<file path="src/rtl/led_routine_gen_if.sv">
// led_routine_gen_if: step strobe, mode selects and the
// LED/HEX output bus of the light-routine engine.
interface led_routine_gen_if #(
  parameter int GRN_W      = 8,
  parameter int RED_W      = 10,
  parameter int HEX_DIGITS = 4
);
  logic                    Enable;
  logic                    GrnMode;
  logic                    RedMode;
  logic [GRN_W-1:0]        LedGrn;
  logic [RED_W-1:0]        LedRed;
  logic [7*HEX_DIGITS-1:0] HexSeg;
  logic                    Done;

  modport master (
    output Enable,
    output GrnMode,
    output RedMode,
    input  LedGrn,
    input  LedRed,
    input  HexSeg,
    input  Done
  );

  modport slave (
    input  Enable,
    input  GrnMode,
    input  RedMode,
    output LedGrn,
    output LedRed,
    output HexSeg,
    output Done
  );
endinterface

</file>
<file path="src/rtl/led_routine_gen.sv">
// led_routine_gen: two LED bars (bounce/rotate), cascaded HEX
// counter and routine done pulse. Option: ROUTINE_PRESCALE_EN.
module led_routine_gen #(
  parameter int GRN_W      = 8,
  parameter int RED_W      = 10,
  parameter int BAR_LEN    = 4,
  parameter int HEX_DIGITS = 4,
  parameter int HEX_MOD    = 16,
  parameter int RTN_LEN    = 41
`ifdef ROUTINE_PRESCALE_EN
  ,
  parameter int PRESCALE_DIV = 4
`endif
) (
  input logic             Clock,
  input logic             Reset,
  led_routine_gen_if.slave bus
);

  localparam int GPW = $clog2(GRN_W);
  localparam int RPW = $clog2(RED_W);
  localparam int CW  = $clog2(RTN_LEN);

  localparam logic [GPW-1:0] G_N   = GPW'(GRN_W - BAR_LEN);
  localparam logic [GPW-1:0] G_TOP = GPW'(GRN_W - 1);
  localparam logic [RPW-1:0] R_N   = RPW'(RED_W - BAR_LEN);
  localparam logic [RPW-1:0] R_TOP = RPW'(RED_W - 1);
  localparam logic [CW-1:0]  C_LAST = CW'(RTN_LEN - 1);
  localparam logic [3:0]     D_MAX  = 4'(HEX_MOD - 1);

  localparam logic [GRN_W-1:0] G_ONES =
    {GRN_W{1'b1}} >> (GRN_W - BAR_LEN);
  localparam logic [RED_W-1:0] R_ONES =
    {RED_W{1'b1}} >> (RED_W - BAR_LEN);

  // Lit segment at position p, wrapping past the MSB.
  function automatic logic [GRN_W-1:0] grn_pat(
    input logic [GPW-1:0] p
  );
    logic [2*GRN_W-1:0] w;
    w = {{GRN_W{1'b0}}, G_ONES} << p;
    return w[GRN_W-1:0] | w[2*GRN_W-1:GRN_W];
  endfunction

  function automatic logic [RED_W-1:0] red_pat(
    input logic [RPW-1:0] p
  );
    logic [2*RED_W-1:0] w;
    w = {{RED_W{1'b0}}, R_ONES} << p;
    return w[RED_W-1:0] | w[2*RED_W-1:RED_W];
  endfunction

  // Active-low seven-segment shapes, bit order g..a.
  function automatic logic [6:0] seg_enc(input logic [3:0] v);
    logic [6:0] s;
    unique case (v)
      4'h0: s = 7'b1000000;
      4'h1: s = 7'b1111001;
      4'h2: s = 7'b0100100;
      4'h3: s = 7'b0110000;
      4'h4: s = 7'b0011001;
      4'h5: s = 7'b0010010;
      4'h6: s = 7'b0000010;
      4'h7: s = 7'b1111000;
      4'h8: s = 7'b0000000;
      4'h9: s = 7'b0010000;
      4'hA: s = 7'b0001000;
      4'hB: s = 7'b0000011;
      4'hC: s = 7'b1000110;
      4'hD: s = 7'b0100001;
      4'hE: s = 7'b0000110;
      4'hF: s = 7'b0001110;
    endcase
    return s;
  endfunction

  logic                   step;

  logic [GPW-1:0]         gpos_q, gpos_d;
  logic                   gup_q, gup_d, g_eff;
  logic [RPW-1:0]         rpos_q, rpos_d;
  logic                   rup_q, rup_d, r_eff;

  logic [GRN_W-1:0]       grn_q;
  logic [RED_W-1:0]       red_q;

  logic [HEX_DIGITS-1:0][3:0] dig_q, dig_d;
  logic [HEX_DIGITS-1:0][6:0] seg_q, seg_d;
  logic                   carry;

  logic [CW-1:0]          cnt_q;
  logic                   done_q;

`ifdef ROUTINE_PRESCALE_EN
  localparam int PW = (PRESCALE_DIV > 1) ? $clog2(PRESCALE_DIV) : 1;
  localparam logic [PW-1:0] P_LAST = PW'(PRESCALE_DIV - 1);

  logic [PW-1:0] pre_q;

  assign step = bus.Enable && (pre_q == P_LAST);

  // Prescaler counts enabled cycles; a step fires on its last count.
  always_ff @(posedge Clock) begin
    if (Reset) begin
      pre_q <= '0;
    end else if (bus.Enable) begin
      pre_q <= (pre_q == P_LAST) ? '0 : pre_q + PW'(1);
    end
  end
`else
  assign step = bus.Enable;
`endif

  // Green bar: rotate left, or bounce between 0 and G_N.
  always_comb begin
    gpos_d = gpos_q;
    gup_d  = gup_q;
    g_eff  = gup_q;
    if (bus.GrnMode) begin
      gpos_d = (gpos_q == G_TOP) ? '0 : gpos_q + GPW'(1);
    end else if (gpos_q > G_N) begin
      gpos_d = G_N;
      gup_d  = 1'b0;
    end else begin
      if (gpos_q == '0) begin
        g_eff = 1'b1;
      end else if (gpos_q == G_N) begin
        g_eff = 1'b0;
      end
      gpos_d = g_eff ? gpos_q + GPW'(1) : gpos_q - GPW'(1);
      if (gpos_d == G_N) begin
        gup_d = 1'b0;
      end else if (gpos_d == '0) begin
        gup_d = 1'b1;
      end else begin
        gup_d = g_eff;
      end
    end
  end

  // Red bar: rotate right, or bounce between 0 and R_N.
  always_comb begin
    rpos_d = rpos_q;
    rup_d  = rup_q;
    r_eff  = rup_q;
    if (bus.RedMode) begin
      rpos_d = (rpos_q == '0) ? R_TOP : rpos_q - RPW'(1);
    end else if (rpos_q > R_N) begin
      rpos_d = R_N;
      rup_d  = 1'b0;
    end else begin
      if (rpos_q == '0) begin
        r_eff = 1'b1;
      end else if (rpos_q == R_N) begin
        r_eff = 1'b0;
      end
      rpos_d = r_eff ? rpos_q + RPW'(1) : rpos_q - RPW'(1);
      if (rpos_d == R_N) begin
        rup_d = 1'b0;
      end else if (rpos_d == '0) begin
        rup_d = 1'b1;
      end else begin
        rup_d = r_eff;
      end
    end
  end

  // Cascaded digit counter and the segment image of its next value.
  always_comb begin
    carry = 1'b1;
    dig_d = dig_q;
    seg_d = '0;
    for (int k = 0; k < HEX_DIGITS; k++) begin
      if (carry) begin
        dig_d[k] = (dig_q[k] == D_MAX) ? 4'd0 : dig_q[k] + 4'd1;
      end
      carry    = carry && (dig_q[k] == D_MAX);
      seg_d[k] = seg_enc(dig_d[k]);
    end
  end

  // All state and registered outputs advance on a step only.
  always_ff @(posedge Clock) begin
    if (Reset) begin
      gpos_q <= '0;
      gup_q  <= 1'b1;
      rpos_q <= R_N;
      rup_q  <= 1'b0;
      grn_q  <= G_ONES;
      red_q  <= red_pat(R_N);
      dig_q  <= '0;
      seg_q  <= {HEX_DIGITS{7'b1000000}};
      cnt_q  <= '0;
      done_q <= 1'b0;
    end else begin
      done_q <= 1'b0;
      if (step) begin
        gpos_q <= gpos_d;
        gup_q  <= gup_d;
        rpos_q <= rpos_d;
        rup_q  <= rup_d;
        grn_q  <= grn_pat(gpos_d);
        red_q  <= red_pat(rpos_d);
        dig_q  <= dig_d;
        seg_q  <= seg_d;
        if (cnt_q == C_LAST) begin
          cnt_q  <= '0;
          done_q <= 1'b1;
        end else begin
          cnt_q <= cnt_q + CW'(1);
        end
      end
    end
  end

  assign bus.LedGrn = grn_q;
  assign bus.LedRed = red_q;
  assign bus.HexSeg = seg_q;
  assign bus.Done   = done_q;

endmodule

</file>
<file path="src/flat_wrapper.sv">
// flat-port wrapper written by rule: the top's interface ports become plain ports
module led_routine_gen_flat 
#(
  parameter int GRN_W      = 8,
  parameter int RED_W      = 10,
  parameter int BAR_LEN    = 4,
  parameter int HEX_DIGITS = 4,
  parameter int HEX_MOD    = 16,
  parameter int RTN_LEN    = 41

)
  (Clock, Reset, bus_Enable, bus_GrnMode, bus_RedMode, bus_LedGrn, bus_LedRed, bus_HexSeg, bus_Done);
  led_routine_gen_if #(.GRN_W(GRN_W), .RED_W(RED_W), .HEX_DIGITS(HEX_DIGITS)) bus_i ();
  input logic Clock;
  input logic Reset;
  input wire logic [$bits(bus_i.Enable)-1:0] bus_Enable;
  input wire logic [$bits(bus_i.GrnMode)-1:0] bus_GrnMode;
  input wire logic [$bits(bus_i.RedMode)-1:0] bus_RedMode;
  output wire logic [$bits(bus_i.LedGrn)-1:0] bus_LedGrn;
  output wire logic [$bits(bus_i.LedRed)-1:0] bus_LedRed;
  output wire logic [$bits(bus_i.HexSeg)-1:0] bus_HexSeg;
  output wire logic [$bits(bus_i.Done)-1:0] bus_Done;
  assign bus_i.Enable = bus_Enable;
  assign bus_i.GrnMode = bus_GrnMode;
  assign bus_i.RedMode = bus_RedMode;
  assign bus_LedGrn = bus_i.LedGrn;
  assign bus_LedRed = bus_i.LedRed;
  assign bus_HexSeg = bus_i.HexSeg;
  assign bus_Done = bus_i.Done;
  led_routine_gen #(.GRN_W(GRN_W), .RED_W(RED_W), .BAR_LEN(BAR_LEN), .HEX_DIGITS(HEX_DIGITS), .HEX_MOD(HEX_MOD), .RTN_LEN(RTN_LEN)) u_core (.Clock(Clock), .Reset(Reset), .bus(bus_i));
endmodule
</file>
<file path="config.mk">
export PLATFORM = sky130hd
export DESIGN_NAME = led_routine_gen_flat
export DESIGN_NICKNAME = d
export VERILOG_FILES = /design/src/rtl/led_routine_gen_if.sv /design/src/rtl/led_routine_gen.sv /design/src/flat_wrapper.sv
export SDC_FILE = /design/constraint.sdc
export NUM_CORES = 1
export LEC_CHECK = 0
export BUFFER_PORTS_ARGS = -buffer_cell sky130_fd_sc_hd__buf_2
export CAP_MARGIN = 20
export CORE_AREA = 4 4 138 107
export CTS_BUF_LIST = sky130_fd_sc_hd__clkbuf_2
export CTS_CLUSTER_DIAMETER = 50
export DETAILED_ROUTE_END_ITERATION = 10
export DIE_AREA = 0 0 142 111
export PLACE_DENSITY_LB_ADDON = 0.2
export RECOVER_POWER = 25
export SLEW_MARGIN = 20
export SYNTH_ARGS = -nofsm -noshare
export SYNTH_HDL_FRONTEND = slang
export SYNTH_SLANG_ARGS = --single-unit
</file>
<file path="constraint.sdc">
create_clock -name Clock -period 2.8 [get_ports Clock]
set_input_delay 0.14 -clock Clock [delete_from_list [all_inputs] [get_ports Clock]]
set_output_delay 0.14 -clock Clock [all_outputs]
set_load 0.03 [all_outputs]
</file>
After elaboration in Yosys (flattened, before gate mapping)
Memories as Yosys holds them, arrays and structs flattened. A register that Yosys moved wholly into a read port is not among the register bits.
Cells that the tools add are included.

storage, ports and cells
  bits in registers = 50
  ROM bits = 448
  bits of input ports = 5
  output and inout bits = 47
  word-level logic and storage cells = 84
  memories = 4

cells by class
  add/subtract/negate cells = 9
  $lt $le $gt $ge = 2
  equality and inequality tests = 10
  shift operators = 2
  mux-type cells = 31
  bitwise gates (word level) = 5
  reductions and logical operators = 9

memories
  name              words  width  rd ports  clocked after memory_dff  wr ports  line                   text
  (name not given)  16     7      1         1                         0         led_routine_gen.sv:56  unique case (v)
  (name not given)  16     7      1         1                         0         led_routine_gen.sv:56
  (name not given)  16     7      1         1                         0         led_routine_gen.sv:56
  (name not given)  16     7      1         1                         0         led_routine_gen.sv:56

operators by type and width
  kind                    number
  $mux W4                 11
  $add A4 B1 Y4 const B   5
  $shl A4 B4 Y20 const A  1
  $eq A4 B4 Y1 const B    4
  $shl A4 B3 Y16 const A  1
  $mux W1                 15
  $mux W3                 4
  $or A10 B10 Y10         1
  $eq A3 B3 Y1 const B    3
  $eq A4 B3 Y1 const B    2
  $logic_not A4 Y1        2
  $or A8 B8 Y8            1
  $add A6 B1 Y6 const B   1
  $eq A6 B6 Y1 const B    1
  $logic_not A3 Y1        2
  $mux W6                 1
  $gt A4 B3 Y1 const B    1
  $reduce_and A2 Y1       2
  $sub A4 B1 Y4 const B   1
  $add A3 B1 Y3 const B   1
  $gt A3 B3 Y1 const B    1
  $not A1 Y1              3
  $sub A3 B1 Y3 const B   1
  $logic_and A1 B1 Y1     2
  $reduce_or A2 Y1        1

Logic depth before layout (Yosys ltp)
Gate-level depths: netlist of run 1.

  word-level depth = 10
  gate-level depth with buffers = 14
  gate-level depth less buffers = 13

Worst setup path before layout of run 1
OpenSTA, ideal clock, no wires.

  path kind = register to register
  start = reg u_core.dig_q[0] (netlist name)
  end = reg u_core.seg_q, in the netlist u_core.bus.HexSeg[18]
  setup time = 0.134 ns
  data arrival time = 2.386 ns
  data required time = 2.666 ns
  slack = 0.279 ns
  stages on the path, launching flop included = 11
  path buffers = 0
  clock period less this slack = 2.521 ns
  cells stage by stage = dfxtp_1 -> ha_1 -> nand3_1 -> nor2_1 -> mux2i_1 -> inv_1 -> ha_1 -> nand2_1 -> o21ai_0 -> a211oi_1 -> nor3_1

RTL lines
  element                 line                    text
  start, declared         led_routine_gen.sv:87   logic [HEX_DIGITS-1:0][3:0] dig_q, dig_d;
  start signal, assigned  led_routine_gen.sv:204  dig_q <= dig_d;
  end, declared           led_routine_gen.sv:88   logic [HEX_DIGITS-1:0][6:0] seg_q, seg_d;

==> results of run 1 <==
## layout by cell type, fill, tap and decap left out, drive strengths merged, types with 5 or more instances in the layout
| cell type | synthesis | layout |
|---|---|---|
| nor2 | 86 | 86 |
| dfxtp | 77 | 77 |
| nand2 | 55 | 55 |
| buf | 15 | 51 |
| clkbuf | 22 | 39 |
| ha | 37 | 37 |
| a21oi | 33 | 33 |
| o21ai | 33 | 33 |
| inv | 28 | 28 |
| a211oi | 21 | 21 |
| mux2i | 20 | 20 |
| nor3 | 18 | 18 |
| nand3 | 18 | 18 |
| xnor2 | 11 | 11 |
| nand2b | 8 | 8 |
| nand4 | 8 | 8 |
| a311oi | 8 | 8 |
| xor2 | 7 | 7 |
| o31ai | 7 | 7 |
| a31oi | 6 | 6 |
| o211ai | 6 | 6 |
| or2 | 6 | 6 |
| a221oi | 5 | 5 |
| clkinv | 1 | 5 |
## what timing repair did
action / 4_1_cts / 5_1_grt
endpoints found under the setup margin: 0 / 4
endpoints found under the hold margin: 15 / 0
resized for setup: 0 / 3
setup buffers: 0 / 0
hold buffers: 4 / 0
## layer usage
| metal | up-vias | routed length (um) | GRT usage [%] |
|---|---|---|---|
| met3 | 9 | 643 | 3.881 |
| met4 | 0 | 109 | 3.645 |
| met5 | - | 0 | 0 |
| li1 | 2265 | - | - |
| met1 | 2050 | 6188 | 22.54 |
| met2 | 100 | 5257 | 23.07 |
## layout make-up
type	instances	area, um^2
clock buffers	10	50.05
clock inverters	6	53.80
fillers	1372	7900
inverters	29	111.4
multi-input cells	458	3107
flip-flops and latches	77	1541
well taps	175	219.0
repair buffers	84	489.2
## worst max path at each step
stage	to	start	depth (start not counted)	slack (ns)
2_1_floorplan	u_core.bus.HexSeg[18]	u_core.dig_q[0]	10	0.28
3_3_place_gp	u_core.bus.LedRed[3]	u_core.rpos_q[1]	11	0.30
3_5_place_dp	u_core.bus.LedRed[3]	u_core.rpos_q[1]	11	0.22
4_1_cts	u_core.bus.LedRed[3]	u_core.rpos_q[1]	11	0.18
5_1_grt	u_core.bus.LedRed[3]	u_core.rpos_q[1]	11	0.03
6_report	u_core.bus.HexSeg[24]	u_core.dig_q[4]	10	0.21
## registers in the layout, summed over array words and instances (netlist names)
| signal | cells |
|---|---|
| u_core.gpos_q | 2 |
| u_core.bus.Done | 1 |
| u_core.dig_q | 16 |
| u_core.cnt_q | 6 |
| u_core.bus.LedGrn | 8 |
| u_core.rup_q | 1 |
| u_core.gup_q | 1 |
| u_core.bus.HexSeg | 28 |
| u_core.bus.LedRed | 10 |
| u_core.rpos_q | 4 |
## report_power, final
group	leakage [nW]	internal, mW	switching (mW)
Clock	0.0644	0.200	0.390
Combinational	1.58	0.260	0.454
Sequential	0.633	1.17	0.0564
## worst max-delay path: stages, from the launching register on
cell and delay (ns):
dfxtp_1 0.49, ha_1 0.27, and3_2 0.30, nand3_4 0.13
mux2i_1 0.34, inv_1 0.11, buf_4 0.16, ha_1 0.25
a211oi_1 0.23, a311o_1 0.15, a21oi_1 0.06
## cell families (layout without fill, tap and decap cells)
family | Yosys count | count (layout) | synth area share (%)
simple gates | 219 | 219 | 20.85
compound gates | 160 | 160 | 24.11
flops | 77 | 77 | 31.40
buf+inv | 66 | 129 | 5.684
fa+ha+maj | 37 | 37 | 9.431
mux | 24 | 24 | 4.996
xor+xnor | 18 | 18 | 3.518
## through the flow
| stage | setup WS, ns | cells | utilization, % | hold slack [ns] |
|---|---|---|---|---|
| after CTS | 0.1806 | 839 | 41.56 | 0.02178 |
| after global routing | 0.03012 | 839 | 41.36 | 0.05322 |
| final | 0.2145 | 839 | 41.36 | 0.1021 |
| after floorplan | 0.2792 | 601 | - | 0.3006 |
| after global placement | 0.2983 | 819 | 40.49 | 0.4407 |
| after detailed placement | 0.2159 | 819 | 40.49 | 0.4405 |
==> impl_metrics.ini, run 1 <==
[global_route]
grt_usage_pct = 15.55
antenna_found_initial = 0
grt_pass1_wl_mm = 20.41
grt_pass1_vias = 4075
grt_max_degree = 79
grt_overflow = 0

[worst_setup_path]
worstReg2RegEnd = u_core.bus.HexSeg[24]
r2r_start = u_core.dig_q[4]
r2r_cells = 10
start_kind = flop
path_max_fanout = 6
worstPathRequired_ns = 3.22
cp-end-kind = flop
ff2ff_setup_slack_ns = 0.21
path_class = reg2reg
cp_data_arrival_time_ns = 3.01

[logic_synthesis]
synth_area_leader_cell = dfxtp_1
ys_seq_elements = 77
yosysUniqueCellTypes = 83
yosysMostFrequentCell = nor2_1
synthArstFlopShare_pct = 0
synth.top_cells.by_area = dfxtp_1 31%, ha_1 9.4%, nor2_1 6.4%, nand2_1 4.1%, mux2i_1 4.1%
syn_inst = 601
synth_fp_nets = 643
synth_area_um2 = 4908
synth_edf_count = 0
synth_flop_cell = dfxtp_1
ys_seq_area_share_pct = 31.40
synth_warnings = 0
synth_top_area_share_pct = 31.40
syn_area_per_cell_um2 = 8.167
yosys-top-cells-count = 84 x nor2_1, 77 x dfxtp_1, 54 x nand2_1, 37 x ha_1, 33 x a21oi_1

[route]
drt_pre_antenna_iters = 4
drcViolationCount = 0
drt_iter0_drc = 227
ant_nets = 0
wl_mm = 12.20
num_vias = 4424
routed_via_density = 5.273
routedWlPerCell_um = 14.54

[run]
maxCapViolations = 0

[timing]
fmax_ghz = 0.3868
skew_ns = 0.02731
rsz0062_at_grt = no
finalSetupTns_ns = 0
tightest_slew_ns = 0.6327
relSlewSlack_pct = 57.52
maxSlewViolCount = 0
post-route-period-util_pct = 92.34
final-setup-viol-count = 0
period_needed_ns = 2.586
hold_violations = 0

[min_path]
hold_path_end = u_core.rup_q
min_delay_path_depth = 3
hp-class = in2reg
hp-start = bus_RedMode

[power_and_ir_drop]
p_total_mw = 2.531
cellPowerDensity_nw_per_um2 = 454.3
ir_worst_vdd_mv = 0.2143
power.leakage_nw = 2.278

[die]
row_count = 37
coreArea_um2 = 13470
fp.dieArea_um2 = 15760
fp.dieH_um = 111
fp.dieW_um = 142
io-pin-count = 52
initial_core_util_pct = 36.44

[placed_design]
globalplace.congestion = 0.8844
portBuffers = 51
placed_cell_area_um2 = 5455
dp_hpwl_mm = 8.626

[clock_tree]
cts-root-buf = clkbuf_2
clkLatencyLatePin_ns = 0.52
cts.sinks = 77
clock_path_buffers = 2
numCtsBuffers = 9
tritoncts = built
h-tree-depth = 3
clk_pin_slew_ns = 0.21

[layout]
diodes = 0
area_delta_synth_final_pct = 13.51
drive_above_1_share_pct = 15.66
nets = 701
fin_area_um2 = 5572

[status]
status = completed
Note: power is estimated with default switching activity, not from simulation.
==> run 2: changes to the inputs <==
- ABC_CLOCK_PERIOD_IN_PS: not set -> 2800
- CORE_AREA: 4 4 138 107 -> 4 4 110 86
- DIE_AREA: 0 0 142 111 -> 0 0 114 90
- PLACE_DENSITY: not set -> 0.8
- PLACE_DENSITY_LB_ADDON: 0.2 -> not set
==> run 2 against run 1 <==
Against the previous run: critical path depth grew 1; wire length shrank 5.5%; non-clock buffer count shrank 9; core utilization grew 24 points; global-route usage grew 6.9 points; setup slack gained 0.011 ns; clock-buffer cell count shrank 1; via count grew 2.8%; final cell count shrank 9.1%; clock power grew 17%; critical path type unchanged; critical endpoint is now u_core.bus.LedRed[3]; largest cell class unchanged; largest power group unchanged.
==> impl_metrics.ini, run 2 (same netlist as run 1, synthesis figures left out) <==
[status]
status = completed

[placed_design]
dp_hpwl_mm = 8.114
globalplace.congestion = 0.9597
placed_cell_area_um2 = 5299
post-place-cells = 744
portBuffers = 51

[clock_tree]
numCtsBuffers = 9
h-tree-depth = 3
cts-root-buf = clkbuf_2
clkLatencyLatePin_ns = 0.55
clk_pin_slew_ns = 0.23
cts.sinks = 77
clock_path_buffers = 2
post_cts_buffers = 0
tritoncts = built

[layout]
final_cell_mix = 84 x nor2_1, 77 x dfxtp_1, 54 x nand2_1
final_util_pct = 65.01
drive_above_1_share_pct = 14.50
layout_commonest_cell = nor2_1
fin_cells = 763
fin_area_um2 = 5425
area_delta_synth_final_pct = 10.53
nets = 692
diodes = 0
largest_register_ffs = 28

[global_route]
grt_overflow = 0
antenna_found_initial = 0
grt_pass1_vias = 4126
grt_pass1_wl_mm = 19.41
grt_max_degree = 50
grt_usage_pct = 22.49

[timing]
finalSetupTns_ns = 0
relSlewSlack_pct = 30.73
skew_ns = 0.03718
hold_violations = 0
maxSlewViolCount = 0
fmax_ghz = 0.3884
rsz0062_at_grt = no
post-route-period-util_pct = 91.94
tightest_slew_ns = 1.039
period_needed_ns = 2.574
final-setup-viol-count = 0
hold_slack_ns = 0.05455

[route]
num_vias = 4548
drcViolationCount = 0
drt_iter0_drc = 274
wl_mm = 11.53
routed_via_density = 5.961
routedWlPerCell_um = 15.10
drt_pre_antenna_iters = 5
ant_nets = 0

[worst_setup_path]
path_max_fanout = 6
crit_chain = inv_1, ha_1, inv_1, o22ai_1, a211oi_2, o21ai_2, inv_2, ha_1, mux2_1, mux2i_1, nor2_1
path_class = reg2reg
cp_num_buf_inv = 3
cp-end-kind = flop
slowest_stage = dfxtp_1
cp_data_arrival_time_ns = 3.03
start_kind = flop
worstReg2RegEnd = u_core.bus.LedRed[3]
critical_path.top_delay_family = compound AO/OA/AOI/OAI gates
worstPathRequired_ns = 3.26
ff2ff_setup_slack_ns = 0.23
cpPeakStageDelay_ns = 0.40
r2r_start = u_core.rpos_q[1]
r2r_cells = 11

[min_path]
hp-class = in2reg
hp-start = Reset
hold_path_end = u_core.bus.HexSeg[1]
min_delay_path_depth = 2

[die]
row_count = 29
initial_core_util_pct = 58.82
coreArea_um2 = 8346
fp.dieArea_um2 = 10260
io-pin-count = 52
fp.dieH_um = 90
fp.dieW_um = 114

[run]
maxCapViolations = 0

[power_and_ir_drop]
cellPowerDensity_nw_per_um2 = 482.8
power.leakage_nw = 2.243
ir_worst_vdd_mv = 0.4369
[run 2: per-layer routing]
metal  wire length (um)  up-vias  GRT usage (%)
met1               5419     2147          29.98
met3                647       19          5.839
met5                  0        -              0
met2               5296      133          35.87
met4                161        0          6.231
li1                   -     2249              -
[run 2: where the power goes]
group | internal, mW | switching (mW) | total, mW
combinational | 0.249 | 0.451 | 0.700
clock | 0.291 | 0.399 | 0.690
sequential | 1.17 | 0.0571 | 1.23
total | 1.71 | 0.907 | 2.62
[run 2: per-stage QoR]
step           total power, mW  setup slack, ns
6_report                 2.619           0.2257
5_1_grt                  2.768         0.009603
4_1_cts                  2.648           0.2158
3_5_place_dp             1.946           0.2567
3_3_place_gp             1.928           0.3593
2_1_floorplan            1.774           0.2792
[run 2: worst max-delay path by stage]
stage                          start                    end  slack, ns  cells past startpoint
floorplan            u_core.dig_q[0]  u_core.bus.HexSeg[18]       0.28                     10
global placement    u_core.rpos_q[1]   u_core.bus.LedRed[3]       0.36                     11
detailed placement   u_core.dig_q[4]  u_core.bus.HexSeg[24]       0.26                      9
CTS                 u_core.rpos_q[1]   u_core.bus.LedRed[3]       0.22                     11
global route         u_core.dig_q[4]  u_core.bus.HexSeg[21]       0.01                     10
finish              u_core.rpos_q[1]   u_core.bus.LedRed[3]       0.23                     11
[run 2: what timing repair did]
item	4_1_cts	5_1_grt
hold buffers	3	0
hold endpoints to repair	5	0
resized for setup	0	1
endpoints found under the setup margin	0	1
[run 2: area by class of cell]
class | instances | area (um^2)
clock buffers | 9 | 45.04
clock inverters | 7 | 88.84
fillers | 742 | 2920
inverters | 29 | 111.4
multi-input cells | 458 | 3099
flip-flops and latches | 77 | 1541
well taps | 108 | 135.1
repair buffers | 75 | 404.1
==> run 3: changes to the inputs <==
- ABC_AREA: not set -> 1
- CORE_AREA: 4 4 110 86 -> 4 4 107 83
- DIE_AREA: 0 0 114 90 -> 0 0 111 87
==> run 3 against run 2 <==
Against the previous run: setup slack improved by 0.11 ns; clock power fell by 18%; final cell count rose by 9.4%; register-to-register slack improved by 0.11 ns; combinational power barely moved; critical path depth rose by 4; non-clock buffer count fell by 13; maximum frequency rose by 4.4%; synthesized area fell by 6.1%; largest power group unchanged.
==> impl_metrics.ini, run 3 <==
[status]
status = completed

[route]
drt_pre_antenna_iters = 7
drcViolationCount = 0
routed_via_density = 5.492
num_vias = 4586
ant_nets = 0
routedWlPerCell_um = 13.22
drt_iter0_drc = 301
wl_mm = 11.04

[logic_synthesis]
yosysUniqueCellTypes = 40
synthArstFlopShare_pct = 0
synth_area_leader_cell = dfxtp_1
yosysMostFrequentCell = nand2_1
synth.top_cells.by_area = dfxtp_1 33%, nand2_1 12%, ha_1 10%, inv_1 6.6%, o21ai_0 6.5%
syn_area_per_cell_um2 = 6.821
synth_warnings = 0
synth_area_um2 = 4611
synth_edf_count = 0
synth_fp_nets = 718
ys_seq_area_share_pct = 33.43
synth_flop_cell = dfxtp_1
yosys-top-cells-count = 148 x nand2_1, 81 x inv_1, 77 x dfxtp_1, 60 x o21ai_0, 57 x a21oi_1
syn_inst = 676
ys_seq_elements = 77
synth_top_area_share_pct = 33.43

[timing]
post-route-period-util_pct = 88.07
rsz0062_at_grt = no
period_needed_ns = 2.466
relSlewSlack_pct = 11.46
skew_ns = 0.03025
final-setup-viol-count = 0
hold_slack_ns = 0.06369
maxSlewViolCount = 0
tightest_slew_ns = 1.327
hold_violations = 0
fmax_ghz = 0.4055
finalSetupTns_ns = 0

[die]
initial_core_util_pct = 59.02
coreArea_um2 = 7812
fp.dieW_um = 111
row_count = 28
fp.dieArea_um2 = 9657
io-pin-count = 52
fp.dieH_um = 87

[layout]
area_delta_synth_final_pct = 9.607
fin_cells = 835
drive_above_1_share_pct = 10.41
layout_commonest_cell = nand2_1
nets = 767
final_cell_mix = 148 x nand2_1, 81 x inv_1, 77 x dfxtp_1
final_util_pct = 64.69
largest_register_ffs = 28
diodes = 0

[power_and_ir_drop]
comb_power_share_pct = 27.9
p_clk_share_pct = 22.6
switching_share_pct = 39.29
cellPowerDensity_nw_per_um2 = 496.1
ir_worst_vdd_mv = 0.2073
p_seq_share_pct = 49.5
p_total_mw = 2.507
cellInternalPower_mw = 1.522
power.leakage_nw = 2.487
p_switching_mw = 0.9851

[global_route]
grt_usage_pct = 23.31
grt_pass1_wl_mm = 18.84
grt_overflow = 0
antenna_found_initial = 0
grt_max_degree = 49
grt_pass1_vias = 4121

[clock_tree]
clk_pin_slew_ns = 0.24
clkLatencyLatePin_ns = 0.56
h-tree-depth = 3
cts.sinks = 77
cts-root-buf = clkbuf_2
tritoncts = built
clock_path_buffers = 2
numCtsBuffers = 9

[placed_design]
globalplace.congestion = 0.9395
dp_hpwl_mm = 7.967
portBuffers = 51
post-place-cells = 816

[worst_setup_path]
path_class = reg2reg
worstPathRequired_ns = 3.23
cp-end-kind = flop
cp_data_arrival_time_ns = 2.90
start_kind = flop
path_max_fanout = 8

[run]
maxCapViolations = 0

[min_path]
hp-class = in2reg
==> run 3: cell types whose count changed in the layout (fill, tap and decap cells not counted), sizes merged, moves of 12 or more <==
cell / change
a21oi: +24
buf: -12
inv: +60
mux2i: -20
nand3: +36
nor2: -34
a211oi: -20
nand2: +103
o21ai: +43
==> run 3: routing by layer <==
metal,GRT usage [%],routed length [um],vias up
li1,-,-,2318
met1,29.48,5175,2105
met2,40.53,5152,144
met3,4.167,556,19
met4,8.054,157,0
met5,0,0,-
==> run 3: what timing repair did <==
item | CTS | global route
setup buffers | 0 | 0
hold buffers | 3 | 0
gates resized for setup | 0 | 0
endpoints found under the hold margin | 7 | 0
==> run 3: final cells by class <==
type                            count  area, um^2
Clock inverter                      7       57.56
Fill cell                         725        2759
Timing Repair Buffer               62       309.0
Inverter                           89       336.6
Clock buffer                        9       45.04
Sequential cell                    77        1541
Tap cell                          105       131.4
Multi-Input combinational cell    486        2633
==> run 3: path summary, 6_finish.rpt <==
| check | start | end | slack [ns] | depth (start not counted) |
|---|---|---|---|---|
| worst max-delay path | u_core.dig_q[0] | u_core.bus.HexSeg[22] | 0.33 | 15 |
| worst min-delay path | Reset | u_core.bus.LedGrn[1] | 0.06 | 3 |
| worst max register to register | u_core.dig_q[0] | u_core.bus.HexSeg[22] | 0.33 | 15 |
| worst min register to register | u_core.bus.HexSeg[26] | u_core.bus.HexSeg[26] | 0.48 | 2 |
==> run 3: cells by family (layout without fill, tap and decap cells) <==
| kind of cell | Yosys count | count (layout) | share of synthesized area (%) |
|---|---|---|---|
| simple gates | 285 | 285 | 26.89 |
| compound gates | 159 | 159 | 19.21 |
| buf+inv | 113 | 167 | 9.471 |
| flops | 77 | 77 | 33.43 |
| fa+ha+maj | 37 | 37 | 10.04 |
| xor+xnor | 5 | 5 | 0.9498 |
==> run 3: power groups by stage <==
stage	Clock, mW	Sequential [mW]	Combinational, mW
after floorplan	0	1.36	0.419
after global placement	0	1.26	0.680
after detailed placement	0	1.26	0.696
after CTS	0.583	1.24	0.703
after global routing	0.628	1.25	0.786
final	0.566	1.24	0.699
==> run 3: per-stage QoR <==
stage          area, um^2  worst slack, ns
3_5_place_dp         4957           0.4013
4_1_cts              5090           0.3567
6_report             5054           0.3341
3_3_place_gp         4957           0.5405
5_1_grt              5054          0.08883
2_1_floorplan        4611           0.5707
==> run 3: critical path, cell delays in order, from the launching register on <==
cell and delay, ns:
dfxtp_1 0.47, ha_1 0.24, nand2_2 0.10, nor2_4 0.20
nand2_4 0.10, clkinv_2 0.08, nand2_4 0.07, clkinv_2 0.09
nand3_1 0.08, o21ai_2 0.12, inv_1 0.16, ha_1 0.32
nand2_1 0.09, nor2_1 0.05, a21oi_1 0.11, a21oi_1 0.07
